### config.mk
export PLATFORM = sky130hd
export DESIGN_NAME = vector_scale_backward
export DESIGN_NICKNAME = d
export VERILOG_FILES = /design/src/rtl/vector_scale_backward_pkg.sv /design/src/rtl/vector_scale_backward_fp32_mul_pipe.sv /design/src/rtl/vector_scale_backward.sv
export SDC_FILE = /design/constraint.sdc
export NUM_CORES = 2
export LEC_CHECK = 0
export ABC_AREA = 1
export CORE_MARGIN = 3
export CORE_UTILIZATION = 55
export CTS_CLUSTER_SIZE = 8
export DETAILED_ROUTE_END_ITERATION = 10
export GPL_TIMING_DRIVEN = 0
export HOLD_SLACK_MARGIN = 0.08
export PLACE_DENSITY = 0.78
export SYNTH_ARGS = -nofsm -noshare
export SYNTH_HDL_FRONTEND = slang
export SYNTH_SLANG_ARGS = --single-unit
### constraint.sdc
create_clock -name clk -period 15.3 [get_ports clk]
set_input_delay 3.06 -clock clk [delete_from_list [all_inputs] [get_ports clk]]
set_output_delay 3.06 -clock clk [all_outputs]
set_load 0.005 [all_outputs]
### src/rtl/vector_scale_backward_pkg.sv
// Shared definitions for vector_scale_backward: fp32 field layout, special
// encodings and the control FSM state type.
package vector_scale_backward_pkg;

  localparam int SIGN_BIT = 31;
  localparam int EXP_W    = 8;
  localparam int MAN_W    = 23;
  localparam int BIAS     = 127;

  localparam logic [31:0] FP32_QNAN = 32'h7FC00000;
  localparam logic [31:0] FP32_PINF = 32'h7F800000;
  localparam logic [31:0] FP32_ZERO = 32'h00000000;

  typedef enum logic [1:0] {IDLE, RUN, DRAIN, DONE} state_e;

endpackage

### src/rtl/vector_scale_backward_fp32_mul_pipe.sv
// fp32_mul_pipe: IEEE-754 single-precision multiplier (round-to-nearest-even)
// followed by MUL_LAT register stages. A valid tag rides alongside each product.
//   clk, rst_n : clock, async active-low reset (clears the valid tags)
//   a, b       : fp32 operands, sampled in the issue cycle
//   in_vld     : operand pair is valid
//   p, out_vld : product and its tag, MUL_LAT cycles after issue
// Build option: define VSCALE_FTZ_EN to flush subnormal operands and results
// (magnitude below 2^-126 after rounding) to signed zero.
module fp32_mul_pipe
  import vector_scale_backward_pkg::*;
#(
  parameter int MUL_LAT = 2
) (
  input  logic        clk,
  input  logic        rst_n,
  input  logic [31:0] a,
  input  logic [31:0] b,
  input  logic        in_vld,
  output logic [31:0] p,
  output logic        out_vld
);

  function automatic logic [31:0] fmul(input logic [31:0] x, input logic [31:0] y);
    logic             s;
    logic [EXP_W-1:0] ex, ey, exe, eye, expf;
    logic [MAN_W-1:0] fx, fy;
    logic [23:0]      mx, my;
    logic             x_nan, y_nan, x_inf, y_inf, x_zero, y_zero, rnd;
    logic [47:0]      prod, norm;
    logic [72:0]      w;
    logic [30:0]      mag;
    int               msb, e, sh;
    s     = x[SIGN_BIT] ^ y[SIGN_BIT];
    ex    = x[MAN_W +: EXP_W];
    ey    = y[MAN_W +: EXP_W];
    fx    = x[MAN_W-1:0];
    fy    = y[MAN_W-1:0];
    x_nan = (ex == '1) && (fx != '0);
    y_nan = (ey == '1) && (fy != '0);
    x_inf = (ex == '1) && (fx == '0);
    y_inf = (ey == '1) && (fy == '0);
    mx    = {ex != '0, fx};
    my    = {ey != '0, fy};
`ifdef VSCALE_FTZ_EN
    if (ex == '0) mx = '0;
    if (ey == '0) my = '0;
`endif
    x_zero = (mx == '0);
    y_zero = (my == '0);
    // Subnormals carry the exponent of the smallest normal.
    exe  = (ex == '0) ? 8'd1 : ex;
    eye  = (ey == '0) ? 8'd1 : ey;
    prod = 48'(mx) * 48'(my);
    msb  = 0;
    for (int i = 0; i < 48; i++) if (prod[i]) msb = i;
    norm = prod << (47 - msb);
    // Biased exponent of the normalised product (leading one at norm[47]).
    e    = int'(exe) + int'(eye) - BIAS + 1 - (47 - msb);
    // Normal results keep norm[47:24]; subnormal results shift further right.
    sh   = (e >= 1) ? 24 : 25 - e;
    if (sh > 49) sh = 49;
    w    = 73'({norm, 50'b0} >> sh);
    rnd  = w[49] && ((|w[48:0]) || w[50]);
    expf = (e >= 1) ? e[7:0] : 8'd0;
    // A rounding carry out of the mantissa bumps the exponent field, which
    // also turns a max-finite round-up into the inf encoding.
    mag  = {expf, w[72:50]} + {30'd0, rnd};
    if (x_nan || y_nan)            return FP32_QNAN;
    else if (x_inf || y_inf)       return (x_zero || y_zero) ? FP32_QNAN : (FP32_PINF | {s, 31'd0});
    else if (x_zero || y_zero)     return FP32_ZERO | {s, 31'd0};
    else if (e >= 255)             return FP32_PINF | {s, 31'd0};
`ifdef VSCALE_FTZ_EN
    else if (mag[30:23] == '0)     return FP32_ZERO | {s, 31'd0};
`endif
    else                           return {s, mag};
  endfunction

  logic [MUL_LAT-1:0]       vld_pipe;
  logic [MUL_LAT-1:0][31:0] p_pipe;

  always_ff @(posedge clk or negedge rst_n) begin
    if (!rst_n) begin
      vld_pipe <= '0;
      p_pipe   <= '0;
    end else begin
      vld_pipe[0] <= in_vld;
      p_pipe[0]   <= fmul(a, b);
      for (int i = 1; i < MUL_LAT; i++) begin
        vld_pipe[i] <= vld_pipe[i-1];
        p_pipe[i]   <= p_pipe[i-1];
      end
    end
  end

  assign p       = p_pipe[MUL_LAT-1];
  assign out_vld = vld_pipe[MUL_LAT-1];

endmodule

### src/rtl/vector_scale_backward.sv
// vector_scale_backward: computes scalar * vec_in element-wise (fp32) through
// one shared pipelined multiplier, one element issued per cycle.
//   clk, rst_n           : clock, async active-low reset
//   in_valid/in_ready    : input handshake for scalar and vec_in
//   scalar, vec_in       : fp32 g and VLEN packed fp32 elements (elem i at [32i+31:32i])
//   out_valid/out_ready  : output handshake; vec_out held stable while waiting
//   vec_out              : fp32 g*W, same packing as vec_in
// Build option: VSCALE_FTZ_EN selects flush-to-zero in the multiplier.
module vector_scale_backward
  import vector_scale_backward_pkg::*;
#(
  parameter int VLEN    = 4,
  parameter int MUL_LAT = 2
) (
  input  logic                 clk,
  input  logic                 rst_n,
  input  logic                 in_valid,
  output logic                 in_ready,
  input  logic [31:0]          scalar,
  input  logic [32*VLEN-1:0]   vec_in,
  output logic                 out_valid,
  input  logic                 out_ready,
  output logic [32*VLEN-1:0]   vec_out
);

  localparam int IDX_W = $clog2(VLEN + 1);

  state_e                   state_q, state_d;
  logic [IDX_W-1:0]         issue_idx_q, issue_idx_d, write_idx_q, write_idx_d;
  logic [31:0]              scalar_q;
  logic [VLEN-1:0][31:0]    vec_q, res_q;
  logic [31:0]              op_b, mul_p;
  logic                     mul_vld, last_issue, last_write;

  always_comb begin
    op_b = '0;
    for (int i = 0; i < VLEN; i++)
      if (issue_idx_q == IDX_W'(i)) op_b = vec_q[i];
  end

  assign last_issue = (issue_idx_q == IDX_W'(VLEN-1));
  // The last product lands at the end of this cycle, so DONE starts exactly
  // when write_idx becomes VLEN.
  assign last_write = mul_vld && (write_idx_q == IDX_W'(VLEN-1));

  fp32_mul_pipe #(.MUL_LAT(MUL_LAT)) u_mul (
    .clk     (clk),
    .rst_n   (rst_n),
    .a       (scalar_q),
    .b       (op_b),
    .in_vld  (state_q == RUN),
    .p       (mul_p),
    .out_vld (mul_vld)
  );

  always_comb begin
    state_d     = state_q;
    issue_idx_d = issue_idx_q;
    write_idx_d = mul_vld ? write_idx_q + 1'b1 : write_idx_q;
    case (state_q)
      IDLE: if (in_valid) begin
        state_d     = RUN;
        issue_idx_d = '0;
        write_idx_d = '0;
      end
      RUN: begin
        issue_idx_d = issue_idx_q + 1'b1;
        if (last_issue) state_d = DRAIN;
      end
      DRAIN: if (last_write) state_d = DONE;
      DONE:  if (out_ready) state_d = IDLE;
      default: state_d = IDLE;
    endcase
  end

  always_ff @(posedge clk or negedge rst_n) begin
    if (!rst_n) begin
      state_q     <= IDLE;
      issue_idx_q <= '0;
      write_idx_q <= '0;
    end else begin
      state_q     <= state_d;
      issue_idx_q <= issue_idx_d;
      write_idx_q <= write_idx_d;
    end
  end

  always_ff @(posedge clk or negedge rst_n) begin
    if (!rst_n) begin
      scalar_q <= '0;
      vec_q    <= '0;
    end else if (state_q == IDLE && in_valid) begin
      scalar_q <= scalar;
      vec_q    <= vec_in;
    end
  end

  // Tagged products only arrive during RUN/DRAIN, so the result is frozen in DONE.
  always_ff @(posedge clk or negedge rst_n) begin
    if (!rst_n) begin
      res_q <= '0;
    end else if (mul_vld) begin
      for (int i = 0; i < VLEN; i++)
        if (write_idx_q == IDX_W'(i)) res_q[i] <= mul_p;
    end
  end

  assign in_ready  = (state_q == IDLE);
  assign out_valid = (state_q == DONE);
  assign vec_out   = res_q;

endmodule

==> out/summary.txt <==
============================================================================================
Final setup TNS                                                                      -144 ps
Pin count of the biggest net entering global routing                                     119
Clock period minus final worst setup slack                                          15390 ps
Final Instance Count excl. Fillers                                                      7463
Die footprint                                                                      80200 µm²
Violations in the final reports                                                 negative setup slack
Port Buffer Count                                                                        293
Total global routing overflow                                                              0
Total Nets Final                                                                        7290
Gpl congestion                                                                          1.06
Register area share after synthesis                                                    21.4%
Main combinational cell family by area after synthesis                          simple AND/OR/NAND/NOR gates
Std cell rows                                                                            101
Post-synthesis area per instance                                                    7.25 µm²
DIE HEIGHT                                                                            283 µm
Clk slew on worst S/H paths                                                            50 ps
Required time at the worst-slack endpoint                                           15780 ps
Num ports                                                                                294
Result of the run                                                               finished with violations
R2R Path Start                                                                  issue_idx_q[1]
Setup violations, final                                                                    4
Number of DRC markers in iteration 0                                                    5711
Maximum capacitance violations                                                             0
Vias in the first global route                                                         43500
Async set or reset register ratio after synthesis                                       100%
Total instance count after detailed placement                                           7153
Number of nets in the synthesized netlist                                               6694
Final count of hold timing violations                                                      0
Post-Syn Instances                                                                      5827
Basic-gate share of the synthesized area counting and, or, nand and nor cells          31.5%
Post-synthesis share of cell area spent on xor and xnor gates                          1.16%
Remaining DRCs                                                                             0
First-pass GRT wire length                                                         252000 µm
Setup CP Type                                                                        reg2reg
Total via count in the routed design                                                   44600
Reg-to-reg setup timing slack                                                         -90 ps
Mux contribution to synthesized area                                                      0%
Worst Max-Slew Pin Slew                                                              1240 ps
Slew margin rel.                                                                       17.1%
Clock tree skew after final layout                                                   35.6 ps
Worst Hold End                                                                   u_mul.p[29]
Area of the mapped netlist                                                         42300 µm²
Crit path max-delay cell type                                                   sky130_fd_sc_hd__o21ai_1
Starting density of the core                                                           55.5%
Post-synthesis register bit count                                                        362
Die Width                                                                             283 µm
Most frequent cells in the layout                                               1617 x sky130_fd_sc_hd__nand2_1, 752 x sky130_fd_sc_hd__inv_1, 710 x sky130_fd_sc_hd__nand3_1
Total GRT Usage                                                                        40.4%
Routed wire length                                                                 169000 µm
Count of cells along the worst register-to-register path                                  79
Clock insertion delay at the later pin of the skew report                             600 ps
Antenna-violating nets left                                                                0
Number of sinks on the clock net                                                         362
Antenna violations before repair                                                           8
Design Area, Final                                                                 53300 µm²
Final WS setup                                                                      -92.6 ps
Fin crit share                                                                          101%
Number of enable-type register cells in the synthesized netlist                            0
Hold depth                                                                                 0
Post-synthesis adder-cell area fraction                                                29.4%
Setup repair after global routing missed its margin                                     true
Yosys warning count                                                                        0
Max Clock Freq                                                                    0.0650 GHz
CTS tree                                                                               built
Complex-gate fraction of the synthesized area                                          5.94%
TritonCTS Buffers                                                                         51
Clock Tree Root                                                                 sky130_fd_sc_hd__clkbuf_16
Hold crit path type                                                                  reg2reg
Clock Path Buffers                                                                         3
Arrival time of data at the critical path endpoint                                  15880 ps
CORE AREA                                                                          76100 µm²
Number of levels in the clock H-tree                                                       2
Ratio of cells with drive above 1 in the final layout                                  15.9%
Highest net fanout along the worst path                                                   10
Count of pins over their slew limit                                                        0
Area added between synthesis and finish                                                26.1%
Startpoint class of the critical path                                                   flop
Primary flip-flop cell chosen by synthesis mapping                              sky130_fd_sc_hd__dfrtp_1
Number of distinct library cells after synthesis                                          57
Via count normalized by instance count                                                  5.98
Hold path startpoint                                                            u_mul.p_pipe[29]
Final HPWL from detailed placement                                                 127000 µm
Leading cell type in the layout, fill and taps excluded                         sky130_fd_sc_hd__nand2_1
CP delay by family, top                                                          adder cells
Instance area after placement                                                      46600 µm²
First-pass iteration count of the detailed router                                          9
Reg-to-reg critical path endpoint                                               u_mul.p_pipe[16]
Element type at the critical path end                                                   flop
Slowest Stage Delay on Critical Path                                                  830 ps
Routed wire per std cell                                                             22.7 µm
Total buffers and inverters traversed by the critical path                                17
============================================================================================
==> stage by stage <==
step	utilization [%]	setup slack [ps]	hold WS, ps
3_5_place_dp	61.2	-4790	335
4_1_cts	66.6	1.22	338
5_1_grt	70.1	-663	347
2_1_floorplan	-	15.3	331
3_3_place_gp	61.1	-4670	331
6_report	70.1	-92.6	338
==> cell usage after synthesis, types with 3 or more instances <==
library cell	count	area, µm²
sky130_fd_sc_hd__nand3b_1	9	67.6
sky130_fd_sc_hd__nor3_1	15	75.1
sky130_fd_sc_hd__o21ai_1	30	150
sky130_fd_sc_hd__clkinv_1	17	63.8
sky130_fd_sc_hd__inv_1	799	3000
sky130_fd_sc_hd__buf_6	11	124
sky130_fd_sc_hd__inv_2	14	52.6
sky130_fd_sc_hd__nand3_2	7	70.1
sky130_fd_sc_hd__a211oi_1	7	52.6
sky130_fd_sc_hd__fa_1	485	9710
sky130_fd_sc_hd__dfrtp_1	362	9060
sky130_fd_sc_hd__nand2_2	34	213
sky130_fd_sc_hd__or2_1	3	18.8
sky130_fd_sc_hd__a221oi_1	3	26.3
sky130_fd_sc_hd__a21oi_1	89	445
sky130_fd_sc_hd__nand2_4	5	56.3
sky130_fd_sc_hd__nand3_1	832	4160
sky130_fd_sc_hd__nand2_1	1712	6430
sky130_fd_sc_hd__o21ai_0	237	1190
sky130_fd_sc_hd__buf_2	45	225
sky130_fd_sc_hd__xor2_1	35	307
sky130_fd_sc_hd__nor2_1	409	1540
sky130_fd_sc_hd__buf_4	15	113
sky130_fd_sc_hd__a31oi_1	10	62.6
sky130_fd_sc_hd__ha_1	218	2730
sky130_fd_sc_hd__clkbuf_1	202	758
sky130_fd_sc_hd__nand4_1	55	344
sky130_fd_sc_hd__xnor2_1	18	158
sky130_fd_sc_hd__nor2_2	9	56.3
sky130_fd_sc_hd__o22ai_1	5	31.3
sky130_fd_sc_hd__o21ai_2	6	52.6
sky130_fd_sc_hd__o211ai_1	30	225
sky130_fd_sc_hd__nor4_1	12	75.1
sky130_fd_sc_hd__buf_1	33	124
sky130_fd_sc_hd__o21a_1	4	30.0
sky130_fd_sc_hd__a21boi_2	5	56.3
sky130_fd_sc_hd__and2_1	14	87.6
sky130_fd_sc_hd__o21ai_4	3	48.8
==> repair_timing <==
action	4_1_cts	5_1_grt
setup endpoints to repair	31	31
pin swaps	98	211
gates resized for setup	398	492
gates cloned	5	4
endpoints found under the hold margin	0	0
buffers inserted	139	114
hold buffers	0	0
==> state kept, by name, indices dropped and copies added (netlist names) <==
register        flops
write_idx_q         3
u_mul.p            32
state_q             2
vec_out           128
vec_q             128
u_mul.vld_pipe      2
issue_idx_q         3
scalar_q           32
u_mul.p_pipe       32
==> metal layers <==
| metal | global-route usage (%) | vias to the layer above | share of wire (%) |
|---|---|---|---|
| met4 | 20.4 | 4 | 6.9 |
| met3 | 10.6 | 805 | 12 |
| met5 | 0.417 | - | 0.047 |
| met1 | 52.9 | 21300 | 37 |
| li1 | - | 19400 | - |
| met2 | 62.2 | 3150 | 44 |
==> worst max path at each step <==
stage | to | slack, ps | start | cells past startpoint
finish | u_mul.p_pipe[16] | -90 | issue_idx_q[1] | 79
floorplan | u_mul.p_pipe[24] | 20 | issue_idx_q[0] | 96
CTS | u_mul.p_pipe[22] | 1 | issue_idx_q[1] | 95
global placement | u_mul.p_pipe[24] | -4670 | issue_idx_q[0] | 91
detailed placement | u_mul.p_pipe[24] | -4790 | issue_idx_q[0] | 91
global route | u_mul.p_pipe[16] | -660 | issue_idx_q[1] | 95
==> cell type report <==
cell class	count	area (µm²)
plain buffers	293	1960
diodes	6	15.0
clock inverters	3	51.3
repair buffers	556	5190
well taps	1030	1290
fillers	5957	22800
clock buffers	54	1320
repair inverters	1	7.51
flip-flops and latches	362	9060
multi-input cells	4328	31200
inverters	830	3190
==> worst register-to-register path, delay by kind of cell (launching register included) <==
kind                       cells  cell delay [ps]
buffers and inverters         17             2210
adders and majority gates     15             5410
DFF                            1              390
and+or+nand+nor               33             4110
AOI/OAI and AO/OA             14             3200
==> logic make-up (layout without fill, tap and decap cells) <==
logic type | count (synthesis) | in the layout
flip-flops | 362 | 362
buffers and inverters | 1137 | 1737
adder cells (fa/ha/maj) | 703 | 703
AND/OR/NAND/NOR | 3128 | 3128
XOR/XNOR | 54 | 54
AO/OA/AOI/OAI | 443 | 443
other | 0 | 6
Power is not shown: default switching activity piles up to over one toggle a cycle in this logic, so the estimate is an artifact.
